[config.mk]
export PLATFORM = sky130hd
export DESIGN_NAME = falafel_req_arbiter
export DESIGN_NICKNAME = d
export VERILOG_FILES = /design/src/rtl/falafel_pkg.sv /design/src/rtl/falafel_rr_arbiter2.sv /design/src/rtl/falafel_req_arbiter.sv
export SDC_FILE = /design/constraint.sdc
export NUM_CORES = 1
export LEC_CHECK = 0
export ABC_AREA = 1
export BUFFER_PORTS_ARGS = -buffer_cell sky130_fd_sc_hd__buf_2
export CORE_MARGIN = 10
export CORE_UTILIZATION = 49
export CTS_CLUSTER_DIAMETER = 60
export DETAILED_ROUTE_END_ITERATION = 7
export GPL_TIMING_DRIVEN = 0
export PLACE_DENSITY = 0.84
export SYNTH_ARGS = -nofsm -noshare
export SYNTH_HDL_FRONTEND = slang
export SYNTH_SLANG_ARGS = --single-unit
[constraint.sdc]
create_clock -name clk_i -period 2.1 [get_ports clk_i]
set_input_delay 0 -clock clk_i [delete_from_list [all_inputs] [get_ports clk_i]]
set_output_delay 0 -clock clk_i [all_outputs]
set_load 0.01 [all_outputs]
[src/rtl/falafel_pkg.sv]
// Shared types for the falafel allocator request path: op/state enums,
// the latched core request record and the data word width.
package falafel_pkg;

    localparam int unsigned DATA_W = 32;

    typedef logic [DATA_W-1:0] word_t;

    typedef enum logic {
        OP_ALLOC = 1'b0,
        OP_FREE  = 1'b1
    } req_op_e;

    typedef enum logic [1:0] {
        IDLE,
        ISSUE,
        WAIT_DONE
    } arb_state_e;

    typedef struct packed {
        req_op_e op;
        word_t   data;
    } core_req_t;

    function automatic req_op_e other_op(input req_op_e op);
        return (op == OP_ALLOC) ? OP_FREE : OP_ALLOC;
    endfunction

endpackage

[src/rtl/falafel_rr_arbiter2.sv]
// Two-way alloc/free grant logic with a last-grant register.
// Define FALAFEL_ARB_FREE_PRIO_EN to give free requests strict priority.
module falafel_rr_arbiter2
    import falafel_pkg::*;
(
    input  logic    clk_i,
    input  logic    rst_ni,
    input  logic    alloc_req_i,
    input  logic    free_req_i,
    input  logic    gnt_en_i,
    output logic    gnt_valid_o,
    output req_op_e gnt_op_o
);

    req_op_e last_grant_q;
    req_op_e last_grant_d;

    always_comb begin
        gnt_valid_o = alloc_req_i || free_req_i;
`ifdef FALAFEL_ARB_FREE_PRIO_EN
        gnt_op_o = free_req_i ? OP_FREE : OP_ALLOC;
`else
        if (alloc_req_i && free_req_i) begin
            gnt_op_o = other_op(last_grant_q);
        end else if (free_req_i) begin
            gnt_op_o = OP_FREE;
        end else begin
            gnt_op_o = OP_ALLOC;
        end
`endif
        last_grant_d = (gnt_en_i && gnt_valid_o) ? gnt_op_o : last_grant_q;
    end

    // Reset to FREE so the first contended grant goes to alloc.
    always_ff @(posedge clk_i or negedge rst_ni) begin
        if (!rst_ni) begin
            last_grant_q <= OP_FREE;
        end else begin
            last_grant_q <= last_grant_d;
        end
    end

endmodule

[src/rtl/falafel_req_arbiter.sv]
// Pops alloc/free requests one at a time and hands them to the allocator
// core over valid/ready, then waits for done. Macro: FALAFEL_ARB_FREE_PRIO_EN.
module falafel_req_arbiter
    import falafel_pkg::*;
#(
    parameter int unsigned CNT_W = 16
) (
    input  logic              clk_i,
    input  logic              rst_ni,
    input  logic              alloc_fifo_empty_i,
    output logic              alloc_fifo_read_o,
    input  logic [DATA_W-1:0] alloc_fifo_dout_i,
    input  logic              free_fifo_empty_i,
    output logic              free_fifo_read_o,
    input  logic [DATA_W-1:0] free_fifo_dout_i,
    output logic              core_req_val_o,
    input  logic              core_req_rdy_i,
    output logic              core_req_op_o,
    output logic [DATA_W-1:0] core_req_data_o,
    input  logic              core_done_i,
    output logic              busy_o,
    output logic [CNT_W-1:0]  alloc_cnt_o,
    output logic [CNT_W-1:0]  free_cnt_o
);

    arb_state_e       state_q, state_d;
    core_req_t        req_q, req_d;
    logic             val_q, val_d;
    logic             busy_q, busy_d;
    logic [CNT_W-1:0] alloc_cnt_q, alloc_cnt_d;
    logic [CNT_W-1:0] free_cnt_q, free_cnt_d;

    logic    pop_en;
    logic    pop;
    logic    gnt_valid;
    req_op_e gnt_op;

    function automatic logic [CNT_W-1:0] sat_inc(input logic [CNT_W-1:0] v);
        return (v == '1) ? v : v + CNT_W'(1);
    endfunction

    // Strobes are combinational, so gate them with reset to keep them low
    // while rst_ni is held.
    assign pop_en = rst_ni && (state_q == IDLE);
    assign pop    = pop_en && gnt_valid;

    falafel_rr_arbiter2 u_arb (
        .clk_i       (clk_i),
        .rst_ni      (rst_ni),
        .alloc_req_i (!alloc_fifo_empty_i),
        .free_req_i  (!free_fifo_empty_i),
        .gnt_en_i    (pop_en),
        .gnt_valid_o (gnt_valid),
        .gnt_op_o    (gnt_op)
    );

    assign alloc_fifo_read_o = pop && (gnt_op == OP_ALLOC);
    assign free_fifo_read_o  = pop && (gnt_op == OP_FREE);

    always_comb begin
        state_d     = state_q;
        req_d       = req_q;
        val_d       = val_q;
        alloc_cnt_d = alloc_cnt_q;
        free_cnt_d  = free_cnt_q;
        unique case (state_q)
            IDLE: begin
                if (pop) begin
                    req_d.op   = gnt_op;
                    req_d.data = (gnt_op == OP_FREE) ? free_fifo_dout_i : alloc_fifo_dout_i;
                    if (gnt_op == OP_FREE) begin
                        free_cnt_d = sat_inc(free_cnt_q);
                    end else begin
                        alloc_cnt_d = sat_inc(alloc_cnt_q);
                    end
                    val_d   = 1'b1;
                    state_d = ISSUE;
                end
            end
            ISSUE: begin
                if (core_req_rdy_i) begin
                    val_d   = 1'b0;
                    state_d = WAIT_DONE;
                end
            end
            WAIT_DONE: begin
                if (core_done_i) begin
                    state_d = IDLE;
                end
            end
            default: begin
                val_d   = 1'b0;
                state_d = IDLE;
            end
        endcase
        busy_d = (state_d != IDLE);
    end

    always_ff @(posedge clk_i or negedge rst_ni) begin
        if (!rst_ni) begin
            state_q     <= IDLE;
            req_q       <= '{op: OP_ALLOC, data: '0};
            val_q       <= 1'b0;
            busy_q      <= 1'b0;
            alloc_cnt_q <= '0;
            free_cnt_q  <= '0;
        end else begin
            state_q     <= state_d;
            req_q       <= req_d;
            val_q       <= val_d;
            busy_q      <= busy_d;
            alloc_cnt_q <= alloc_cnt_d;
            free_cnt_q  <= free_cnt_d;
        end
    end

    assign core_req_val_o  = val_q;
    assign core_req_op_o   = req_q.op;
    assign core_req_data_o = req_q.data;
    assign busy_o          = busy_q;
    assign alloc_cnt_o     = alloc_cnt_q;
    assign free_cnt_o      = free_cnt_q;

endmodule
Word-level counts from Yosys, hierarchy flattened
Index checks and enable logic that the tools add are counted.
{"block": "totals", "register_bits": 70, "out_inout_bits": 69}
{"block": "op_classes", "addsub": 2, "eq_ne": 6, "n_mux": 11, "n_bitwise": 4, "n_reduce_logical": 14}
{"op": "adder 16 x 1 -> 16 bit, second input constant", "n": 2}
{"op": "equality test 16 bit, second input constant", "n": 2}
{"op": "two-way mux 32 bit", "n": 1}
{"op": "AND reduction 4 bit", "n": 2}
{"op": "two-way mux 2 bit", "n": 3}
{"op": "one-hot mux 2 bit (3 select lines)", "n": 1}
{"op": "logical AND 1 bit", "n": 5}
{"op": "two-way mux 1 bit", "n": 5}
{"op": "inequality test 2 bit, second input constant", "n": 2}
{"op": "inverter 1 bit", "n": 4}
{"op": "one-hot mux 1 bit (3 select lines)", "n": 1}
{"op": "AND reduction 3 bit", "n": 1}
{"op": "equality test 2 x 1 -> 1 bit, second input constant", "n": 1}
{"op": "equality test 2 bit, second input constant", "n": 1}
{"op": "zero test 1 bit", "n": 2}
{"op": "zero test 2 bit", "n": 1}
{"op": "AND reduction 2 bit", "n": 1}
{"op": "nonzero test 2 bit", "n": 1}
{"op": "logical OR 1 bit", "n": 1}

Longest topological paths before layout
Gate-level depths: netlist of run 1.
{"block": "logic_depth", "word_depth": 6, "ltp_mapped": 10}

Hierarchy
A second synthesis of run 1 with hierarchy kept.
{"block": "unflattened", "cells_unflattened": 506, "area_unflattened_um2": 3742.3}
{"mod": "falafel_req_arbiter", "instances": 1, "cells_per_inst": 498, "area_per_inst_um2": 3682.3, "seq_area_each_um2": 1726.7}
{"mod": "falafel_rr_arbiter2", "instances": 1, "cells_per_inst": 8, "area_per_inst_um2": 60.1, "seq_area_each_um2": 26.3}

Worst setup path after synthesis of run 1
No wires, ideal clock.
{"block": "synth_timing", "kind": "reg-to-reg", "from": "register alloc_cnt_q[0] (netlist: alloc_cnt_o[0])", "to": "register alloc_cnt_q[12] (netlist: alloc_cnt_o[12])", "arrival_time_ns": 1.566, "required_ns": 1.984, "slack_ns": 0.418, "stages_incl_launch_ff": 11, "n_path_buf": 1, "synth_period_minus_slack_ns": 1.682, "path_cell_list": "dfrtp_1 > ha_1 > nand2_1 > nor2_1 > nand2_1 > nor2_2 > nor2_2 > nand2_4 > buf_4 > nand2_1 > nand2_1"}
{"block": "synth_via", "elab_chain_cells": 3}
{"element": "start: declaration", "line": "falafel_req_arbiter.sv:30", "rtl": "logic [CNT_W-1:0] alloc_cnt_q, alloc_cnt_d;"}
{"element": "start signal: assignment", "line": "falafel_req_arbiter.sv:112", "rtl": "alloc_cnt_q <= alloc_cnt_d;"}
{"element": "branches (longest 3 deep; another with adder 16 x 1 -> 16 bit)"}
Parallel ways; which one is timed is not known.
A chain may end at the register's enable or synchronous reset.

Worst setup path in the final report of run 1
{"block": "layout_timing", "from": "input rst_ni", "to": "register req_q, in the netlist core_req_data_o[25]"}
{"block": "layout_via", "elab_chain_cells": 3}
{"element": "start: declaration", "line": "falafel_req_arbiter.sv:9", "rtl": "input logic rst_ni,"}
{"element": "logical AND 1 bit", "line": "falafel_req_arbiter.sv:44", "rtl": "assign pop_en = rst_ni && (state_q == IDLE);"}
{"element": "logical AND 1 bit", "line": "falafel_req_arbiter.sv:45", "rtl": "assign pop = pop_en && gnt_valid;"}
{"element": "AND reduction 2 bit (no line)"}
{"element": "end signal: assignment", "line": "falafel_req_arbiter.sv:102", "rtl": "req_q <= '{op: OP_ALLOC, data: '0};"}
{"element": "end signal: assignment", "line": "falafel_req_arbiter.sv:109", "rtl": "req_q <= req_d;"}
{"element": "end: declaration", "line": "falafel_req_arbiter.sv:27", "rtl": "core_req_t req_q, req_d;"}
Every way passes these cells.

==> results.ini, run 1 <==
[route]
drt_iter0_markers = 217
wirelength_mm = 13.32
ant_nets = 0
wl_per_cell_um = 16.46
viasPerCell = 5.268
via_count = 4262
drc = 0
first_pass_iters = 4

[critical_path]
worst_setup_path_end_kind = register
crit_start = rst_ni
crit_slowest_cell = dlygate4sd3_1
crit_required_ns = 2.39
critical_path_class = in -> reg
reg2reg_from = state_q[1]
reg2regPathDepth = 8
critPathArrivalTime_ns = 2.30
cp_max_fo = 36
path_cells = dlygate4sd3_1 -> buf_4 -> buf_16 -> nand3_2 -> buf_6 -> nor2_8 -> buf_4 -> nand2_1 -> nand3_1 -> dlygate4sd3_1
critPathMaxStageDelay_ns = 0.56
worstSetupStartpointType = input pin

[cts]
cts_tree = done
clk_pin_slew_ns = 0.09
h-tree-depth = 3
clockRootBuffer = clkbuf_8
clock_sink_count = 70
numCtsBuffers = 9
clock_path_buffers = 2
insertion_delay_ns = 0.35

[synth]
ys_warn_count = 0
synth_cells = 485
syn_area_per_cell_um2 = 7.530
syn-cell-area_um2 = 3652
yosys.area_share.simple = 0.3936
synth_compound_area_frac = 0.02261
postSynthNetCount = 557
synthXorXnorAreaFrac = 0.04317
synthAdderAreaFrac = 0.006852
ys_types = 27
yosysSeqAreaShare = 0.4800
synth_top_family_by_area = simple AND/OR/NAND/NOR gates
synthMuxAreaShare = 0
ys_ff_latch = 70

[sta]
timing.hold.ws_ns = 0.1014
hold_violations = 0
rsz0062_at_grt = no
worstMarginPinSlew_ns = 0.4720
drv_slew = 0
setup_slack_ns = 0.09290
period_minus_slack_ns = 2.007
fmaxAchievable_ghz = 0.4982
slew_headroom = 0.6853
setup_viol = 0
skew_ns = 0.01742
finalCritPeriodShare = 0.9558
tns_ns = 0

[placed_design]
preCtsSetupSlack_ns = 0.2152
placed_cell_area_um2 = 4497
routabilityCongestion = 0.8646
port_buffers = 138
dpl.hpwl_mm = 8.064
dpl.cell_count = 723

[layout]
syn2layout_area_growth_pct = 47.82
final_cell_area_um2 = 5399
instances_no_fill = 809
final_core_util = 0.7444
drive_gt1_frac = 0.2609
final_nets = 776

[run_status]
status = completed

[power_and_ir_drop]
total_power_mw = 5.307
p_leak_nw = 2.799
ir_drop_uv = 604.8
p_per_area_nw_per_um2 = 983.0

[global_routing]
antenna_found_initial = 1
grt_pass1_vias = 4443
grt_max_degree = 72
overflow = 0
grt_pass1_wl_mm = 21.47
grtUsageTotal = 0.2362

[run]
cap_violations = 0

[floorplanning]
die_width_um = 106.3
ios = 139
rows = 31
die_h_um = 106.3
coreArea_um2 = 7253
die_area_um2 = 11310
initial_utilization = 0.5035

[worst_hold_path]
whs_path_depth = 5
worstHoldPathType = in -> reg
hold_start = free_fifo_empty_i

final timing paths:
path | slack [ns] | end
max | 0.09 | core_req_data_o[25]
min | 0.10 | u_arb.last_grant_q
max reg2reg | 0.12 | core_req_data_o[25]
min reg2reg | 0.47 | core_req_val_o
max in group asynchronous | 1.66 | u_arb.last_grant_q
min in group asynchronous | 0.18 | core_req_data_o[29]
power breakdown:
part	total, mW	switching [mW]	internal [mW]
logic	2.07	1.20	0.876
clock network	1.08	0.530	0.547
registers	2.16	0.367	1.79
sequential cells by signal (all words and copies together) (netlist names):
register and count:
core_req_val_o 1, free_cnt_o 16, state_q 2, busy_o 1
core_req_data_o 32, u_arb.last_grant_q 1, alloc_cnt_o 16, core_req_op_o 1
metal layers:
metal  part of all wire  up-vias  track usage
met5                  0        -            0
li1                   -     1968            -
met1               0.35     1963       0.2461
met2               0.50      250       0.3984
met4              0.075        0       0.1876
met3              0.076       81      0.06039
logic make-up (layout without fill, tap and decap cells):
logic type / after synthesis / count (layout)
flops: 70 / 70
other cells: 0 / 1
fa+ha+maj: 2 / 2
xor+xnor: 18 / 18
compound gates: 15 / 15
buf+inv: 39 / 263
simple gates: 341 / 341
what timing repair did:
action,CTS,global route
hold buffers,68,0
buffers inserted,0,0
setup endpoints to repair,0,4
endpoints found under the hold margin,105,0
resized for setup,0,1
placed cells by master (no fill, tap or decap), types with 9 or more instances in the layout:
cell type,netlist,routed
nand2_1,234,234
xnor2_1,12,12
dlygate4sd3_1,0,68
inv_1,19,19
clkbuf_8,0,9
o21ai_0,11,11
nand3_1,52,52
buf_2,1,138
dfrtp_1,69,69
nor2_1,32,32
cells in the mapped netlist (all sizes together):
master / count / area (um2)
buf: 10 / 87.58
clkbuf: 6 / 22.52
dfrtp: 69 / 1727
dfstp: 1 / 26.28
ha: 2 / 25.02
inv: 23 / 86.33
nand2: 235 / 889.6
nand3: 53 / 270.3
nand3b: 2 / 15.01
nand4: 8 / 50.05
nor2: 41 / 200.2
o21ai: 13 / 68.81
o21bai: 1 / 7.510
o22ai: 1 / 6.260
or2: 2 / 12.51
xnor2: 12 / 105.1
xor2: 6 / 52.55
critical path: cells and delay by family:
kind          cells  cell delay [ns]
simple gates      4             0.47
buf+inv           6             1.81
area by class of cell:
class	count	area, um2
timing repair buffer	208	1426
antenna	1	2.502
clock buffer	10	127.6
tap	99	123.9
inverter	23	86.33
sequential	70	1753
multi-input combinational	376	1707
fill	505	1854
clock inverter	6	62.56
buffer	16	110.1
(Power assumes the default switching activity.)
==> inputs of run 2 (changes only) <==
CORE_UTILIZATION = 50   (was 49)
PLACE_DENSITY = 0.85   (was 0.84)
clock period = 2.5 ns   (was 2.1 ns; I/O delays follow)
==> run 2 against run 1 <==
Effect of this change: total power fell by 14%; hold slack improved by 0.013 ns; count of clock-buffer cells in the layout up 3; core utilization increased by 0.47 points; via count up 0.42%; design area is 0.44% lower; largest power group unchanged.
==> results.ini, run 2 (synthesis results as in run 1) <==
[power_and_ir_drop]
p_leak_nw = 2.775  ; -0.84%
pwr-share-clk = 0.228  ; +0.025
switchingPower_mw = 1.739  ; -17%
swShare = 0.3829  ; -0.01178
power_frac_seq = 0.396  ; -0.010
combPwrFrac = 0.376  ; -0.015
p_int_mw = 2.803  ; -13%
p_per_area_nw_per_um2 = 845.1  ; -14%
ir_drop_uv = 635.8  ; +5.1%

[critical_path]
crit_required_ns = 2.80  ; +0.41 ns
critPathMaxStageDelay_ns = 0.55  ; about the same
worstSetupStartpointType = input pin
critical_path_class = in -> reg
path_depth = 9  ; -1
crit_start = rst_ni
reg2reg_from = u_arb.last_grant_q
path_cells = dlygate4sd3_1 -> buf_6 -> nand3_2 -> buf_6 -> nor2_8 -> buf_4 -> nand2_1 -> nand3_1 -> dlygate4sd3_1
cp_max_fo = 71  ; +97%
path_buf_inv = 5  ; -1
crit_slowest_cell = dlygate4sd3_1
reg2regPathDepth = 8  ; unchanged
cpLargestDelayFamily = buffers and inverters
critPathArrivalTime_ns = 2.58  ; +0.28 ns
worst_setup_path_end_kind = register

[route]
viasPerCell = 5.297  ; +0.55%
wirelength_mm = 13.53  ; +1.6%
via_count = 4280  ; +0.42%
drc = 0  ; unchanged
drt_iter0_markers = 216  ; -0.46%
ant_nets = 0  ; unchanged
first_pass_iters = 5  ; +1
wl_per_cell_um = 16.74  ; +1.7%

[floorplanning]
ios = 139  ; unchanged
die_h_um = 105.5  ; -0.82%
die_area_um2 = 11120  ; -1.6%
die_width_um = 105.5  ; -0.82%
initial_utilization = 0.5090  ; +0.005444
rows = 31  ; unchanged
coreArea_um2 = 7176  ; -1.1%

[global_routing]
grt_max_degree = 72  ; unchanged
grtUsageTotal = 0.2484  ; +0.01217
grt_pass1_wl_mm = 22.12  ; +3.1%
grt_pass1_vias = 4513  ; +1.6%
antenna_found_initial = 2  ; +1
overflow = 0  ; unchanged

[placed_design]
dpl.hpwl_mm = 8.078  ; +0.17%
routabilityCongestion = 0.9027  ; +4.4%
port_buffers = 138  ; unchanged
placed_cell_area_um2 = 4469  ; -0.61%

[sta]
slew_headroom = 0.5655  ; -0.1198
drv_slew = 0  ; unchanged
timing.hold.ws_ns = 0.1145  ; +0.01307 ns
rsz0062_at_grt = no
fmaxAchievable_ghz = 0.4379
setup_viol = 0  ; unchanged
worstMarginPinSlew_ns = 0.6518  ; +0.1798 ns
skew_ns = 0.01170  ; -0.005717 ns
period_minus_slack_ns = 2.284
hold_violations = 0  ; unchanged
finalCritPeriodShare = 0.9135

[layout]
drive_gt1_frac = 0.2546  ; -0.006334
final_cell_area_um2 = 5375  ; -0.44%
syn2layout_area_growth_pct = 47.17
largest_reg_flops = 32  ; unchanged
final_common_cell = nand2_1
final_cell_mix = 234 x nand2_1, 138 x buf_2, 69 x dfrtp_1
nFillCells = 474  ; -6.1%
final_nets = 774  ; -0.26%

[cts]
clock_path_buffers = 2  ; unchanged
cts_tree = done
postCtsSetupBuffers = 0  ; unchanged
clockRootBuffer = clkbuf_8
numCtsBuffers = 9  ; unchanged
clock_sink_count = 70  ; unchanged
insertion_delay_ns = 0.36  ; about the same
clk_pin_slew_ns = 0.08  ; about the same
h-tree-depth = 3  ; unchanged

[worst_hold_path]
worstHoldPathType = in -> reg
whs_path_depth = 6  ; +1
hold_start = free_fifo_empty_i

[run_status]
status = completed

[run]
cap_violations = 0  ; unchanged

[run 2: changes by cell type in the layout (fill, tap and decap cells not counted), sizes merged]
cell,change
diode,+1
buf,-1
clkbuf,+2
bufinv,+1
clkinvlp,+1
clkinv,-5
[run 2: worst paths after layout]
path / endpoint / slack [ns]
min reg2reg: core_req_val_o / 0.48
min: u_arb.last_grant_q / 0.11
max in group asynchronous: free_cnt_o[13] / 1.81
max: core_req_data_o[25] / 0.22
min in group asynchronous: core_req_data_o[1] / 0.23
max reg2reg: core_req_data_o[25] / 0.40
[run 2: final cells by class]
cell class / instances / area, um2 / area share
well taps: 99 / 123.9 / 0.02304
clock inverters: 3 / 67.56 / 0.01257
multi-input cells: 376 / 1703 / 0.3168
inverters: 23 / 86.33 / 0.01606
diodes: 2 / 5.005 / 0.0009311
clock buffers: 13 / 148.9 / 0.02770
repair buffers: 206 / 1378 / 0.2563
plain buffers: 16 / 110.1 / 0.02048
flip-flops and latches: 70 / 1753 / 0.3261
[run 2: worst min-delay path: cells and delay by family]
| family | cells | cell delay [ns] |
|---|---|---|
| buf+inv | 2 | 0.16 |
| simple gates | 4 | 0.29 |
[run 2: repair_timing]
item | in CTS | in global routing
hold buffers | 68 | 0
endpoints found under the setup margin | 0 | 3
gates resized for setup | 0 | 1
hold endpoints to repair | 104 | 0
[run 2: per-layer routing]
layer,routed length (um),GRT usage,vias to the layer above,part of all wire
li1,-,-,1958,-
met1,4460,0.2460,1980,0.33
met2,6927,0.4244,246,0.51
met3,1032,0.07369,96,0.076
met4,1107,0.2020,0,0.082
met5,0,0,-,0
[run 2: power groups by stage]
stage | logic, mW | registers [mW] | clock network, mW
floorplan | 0.714 | 1.93 | 0
global placement | 1.49 | 1.76 | 0
detailed placement | 1.54 | 1.78 | 0
CTS | 1.65 | 1.76 | 1.04
global route | 1.88 | 1.84 | 1.11
finish | 1.71 | 1.80 | 1.04
[run 2: through the flow]
stage,setup TNS (ns),setup slack [ns],instances,utilization,power (mW)
after global routing,0,0.003554,808,0.7491,4.833
after detailed placement,0,0.4864,722,0.6228,3.315
after floorplan,0,0.8178,485,-,2.641
after global placement,-0.3464,-0.07250,722,0.6225,3.253
after CTS,0,0.01994,806,0.7479,4.449
final,0,0.2163,808,0.7491,4.543
==> inputs of run 3 (changes only) <==
--- a/config.mk
+++ b/config.mk
@@ -16,3 +16,4 @@
 export SYNTH_ARGS = -nofsm -noshare
 export SYNTH_HDL_FRONTEND = slang
+export SYNTH_HIERARCHICAL = 1
 export SYNTH_SLANG_ARGS = --single-unit
==> constraint.sdc (replaced) <==
create_clock -name clk_i -period 2.5 [get_ports clk_i]
set_input_delay 0 -clock clk_i [delete_from_list [all_inputs] [get_ports clk_i]]
set_output_delay 0 -clock clk_i [all_outputs]
set_load 0.005 [all_outputs]
==> run 3 against run 2 <==
Effect of this change: critical path depth is 2 lower; area after synthesis is 2.5% higher; first-iteration DRC count is 10% higher; hold slack better by 0.13 ns; design area up 1.0%; synthesized cell count up 4.3%; register-to-register slack improved by 0.21 ns; setup slack better by 0.13 ns; critical endpoint is now free_fifo_read_o; largest cell class is now multi-input gates; largest power group unchanged; highest routed layer unchanged.
==> results.ini, run 3 <==
[synth]
synth_cells = 506  ; +4.3%
ys_types = 27  ; unchanged
synth_largest_area_cell = dfrtp_1
postSynthNetCount = 578  ; +3.8%
ys_warn_count = 6  ; +6
syn-cell-area_um2 = 3742  ; +2.5%
ys_async_sr_fraction = 1.000  ; unchanged
yosysSeqAreaShare = 0.4684  ; -0.01155
synth-edff-count = 0  ; unchanged
ys_ff_latch = 70  ; unchanged
synthFlopType = dfrtp_1
ys_top_cells_by_count = 249 x nand2_1, 69 x dfrtp_1, 57 x nand3_1, 30 x nor2_1, 26 x inv_1
synth_most_common_cell = nand2_1
synth_top_area_share = 0.4614  ; -0.01138
synth.area.top_cells = dfrtp_1 46%, nand2_1 25%, nand3_1 7.6%
syn_area_per_cell_um2 = 7.396  ; -1.8%

[critical_path]
reg2reg_from = u_arb/last_grant_q
worst_setup_path_end_kind = output port
critical_path_class = in -> out
reg2regPathDepth = 9  ; +1
worstSetupStartpointType = input pin
critPathArrivalTime_ns = 2.16  ; -0.42 ns
crit_required_ns = 2.50  ; -0.30 ns
cp_max_fo = 73  ; +2.8%
r2r_end = core_req_data_o[25]
r2r_slack_ns = 0.61  ; +0.21 ns

[sta]
period_minus_slack_ns = 2.157  ; -0.1269 ns
worstMarginPinSlew_ns = 0.6654  ; +0.01367 ns
skew_ns = 0.01034  ; -0.001358 ns
tns_ns = 0  ; unchanged
setup_slack_ns = 0.3433  ; +0.1269 ns
drv_slew = 0  ; unchanged
finalCritPeriodShare = 0.8627  ; -0.05078
hold_violations = 0  ; unchanged
setup_viol = 0  ; unchanged
rsz0062_at_grt = no
fmaxAchievable_ghz = 0.4637  ; +5.9%
slew_headroom = 0.5540  ; -0.01153

[layout]
drive_gt1_frac = 0.2589  ; +0.004307
nFillCells = 485  ; +2.3%
final_common_cell = nand2_1
final_nets = 797  ; +3.0%
largest_reg_flops = 32  ; unchanged
syn2layout_area_growth_pct = 45.14
final_cell_mix = 249 x nand2_1, 144 x buf_2, 70 x dlygate4sd3_1

[cts]
h-tree-depth = 3  ; unchanged
clk_pin_slew_ns = 0.07  ; about the same
clock_path_buffers = 2  ; unchanged
clock_sink_count = 70  ; unchanged
clockRootBuffer = clkbuf_8
cts_tree = done
numCtsBuffers = 9  ; unchanged
insertion_delay_ns = 0.35  ; about the same

[placed_design]
preCtsSetupSlack_ns = 0.4992  ; +0.01280 ns
dpl.hpwl_mm = 8.432  ; +4.4%
routabilityCongestion = 0.9166  ; +1.5%
port_buffers = 138  ; unchanged

[route]
viasPerCell = 5.335  ; +0.71%
wl_per_cell_um = 17.13  ; +2.3%
wirelength_mm = 14.23  ; +5.2%
first_pass_iters = 5  ; unchanged
drc = 0  ; unchanged
drt_iter0_markers = 238  ; +10%
ant_nets = 0  ; unchanged
via_count = 4433  ; +3.6%

[global_routing]
antenna_found_initial = 2  ; unchanged
grt_pass1_vias = 4443  ; -1.6%
overflow = 0  ; unchanged
grt_max_degree = 74  ; +2.8%
grtUsageTotal = 0.2465  ; -0.001881
grt_pass1_wl_mm = 22.54  ; +1.9%

[power_and_ir_drop]
p_per_area_nw_per_um2 = 753.1  ; -11%
ir_drop_uv = 677.8  ; +6.6%
p_leak_nw = 2.855  ; +2.9%

[floorplanning]
rows = 31  ; unchanged
initial_utilization = 0.5160  ; +0.006977
die_width_um = 106.5  ; +1.0%
ios = 139  ; unchanged
die_area_um2 = 11350  ; +2.0%
die_h_um = 106.5  ; +1.0%
coreArea_um2 = 7253  ; +1.1%

[worst_hold_path]
worstHoldPathType = in -> async

[run_status]
status = completed

[run]
cap_violations = 0  ; unchanged

-- run 3: worst max path at each step --
| stage | start | end | slack [ns] | cells past startpoint |
|---|---|---|---|---|
| 2_1_floorplan | u_arb/last_grant_q | core_req_data_o[0] | 0.98 | 9 |
| 5_1_grt | rst_ni | free_fifo_read_o | 0.15 | 7 |
| 3_5_place_dp | rst_ni | free_cnt_o[11] | 0.50 | 5 |
| 6_report | rst_ni | free_fifo_read_o | 0.34 | 7 |
| 4_1_cts | rst_ni | free_fifo_read_o | 0.08 | 7 |
| 3_3_place_gp | rst_ni | free_cnt_o[10] | -0.09 | 5 |
-- run 3: critical path, stage by stage --
cell	delay (ns)
dlygate4sd3_1	0.55
buf_6	0.53
nand4_2	0.32
inv_1	0.21
buf_4	0.22
buf_6	0.17
buf_2	0.13
-- run 3: cell families after synthesis --
logic type,Yosys count,share of synthesized area
AO/OA/AOI/OAI,7,0.009694
XOR/XNOR,12,0.02808
adder cells (fa/ha/maj),2,0.006686
AND/OR/NAND/NOR,374,0.4336
buffers and inverters,41,0.05349
flip-flops,70,0.4684
-- run 3: through the flow --
step	area, um2	std cells	utilization	power (mW)	hold slack [ns]
floorplan	3742	506	-	2.403	-0.2956
global placement	4557	743	0.6283	2.992	0.2033
detailed placement	4559	743	0.6286	3.044	0.2006
CTS	5423	829	0.7476	3.954	0.3020
global route	5429	830	0.7485	4.325	0.2748
finish	5431	831	0.7488	4.090	0.2408
-- run 3: what timing repair did --
action,CTS,global route
resized for setup,0,1
hold buffers,70,0
hold endpoints to repair,105,0
buffers inserted,0,0
endpoints found under the setup margin,0,1
-- run 3: final cells by class --
type | instances | area (um2) | share of cell area
Inverter | 28 | 105.1 | 0.01935
Clock inverter | 2 | 10.01 | 0.001843
Sequential cell | 70 | 1753 | 0.3227
Tap cell | 99 | 123.9 | 0.02281
Clock buffer | 14 | 152.6 | 0.02810
Antenna cell | 2 | 5.005 | 0.0009214
Multi-Input combinational cell | 395 | 1789 | 0.3294
Timing Repair Buffer | 208 | 1398 | 0.2573
Buffer | 13 | 95.09 | 0.01751
-- run 3: per-layer routing --
layer	vias to the layer above	track usage	part of all wire
met1	2062	0.2730	0.37
met5	-	0	0
li1	2032	-	-
met2	297	0.3989	0.46
met3	42	0.1208	0.14
met4	0	0.09768	0.031
-- run 3: report_power, final --
part	internal [mW]	leakage, nW	switching, mW	total (mW)
sequential	1.47	0.909	0.281	1.75
combinational	0.651	1.86	0.868	1.52
clock	0.387	0.0845	0.430	0.817
total	2.51	2.85	1.58	4.09
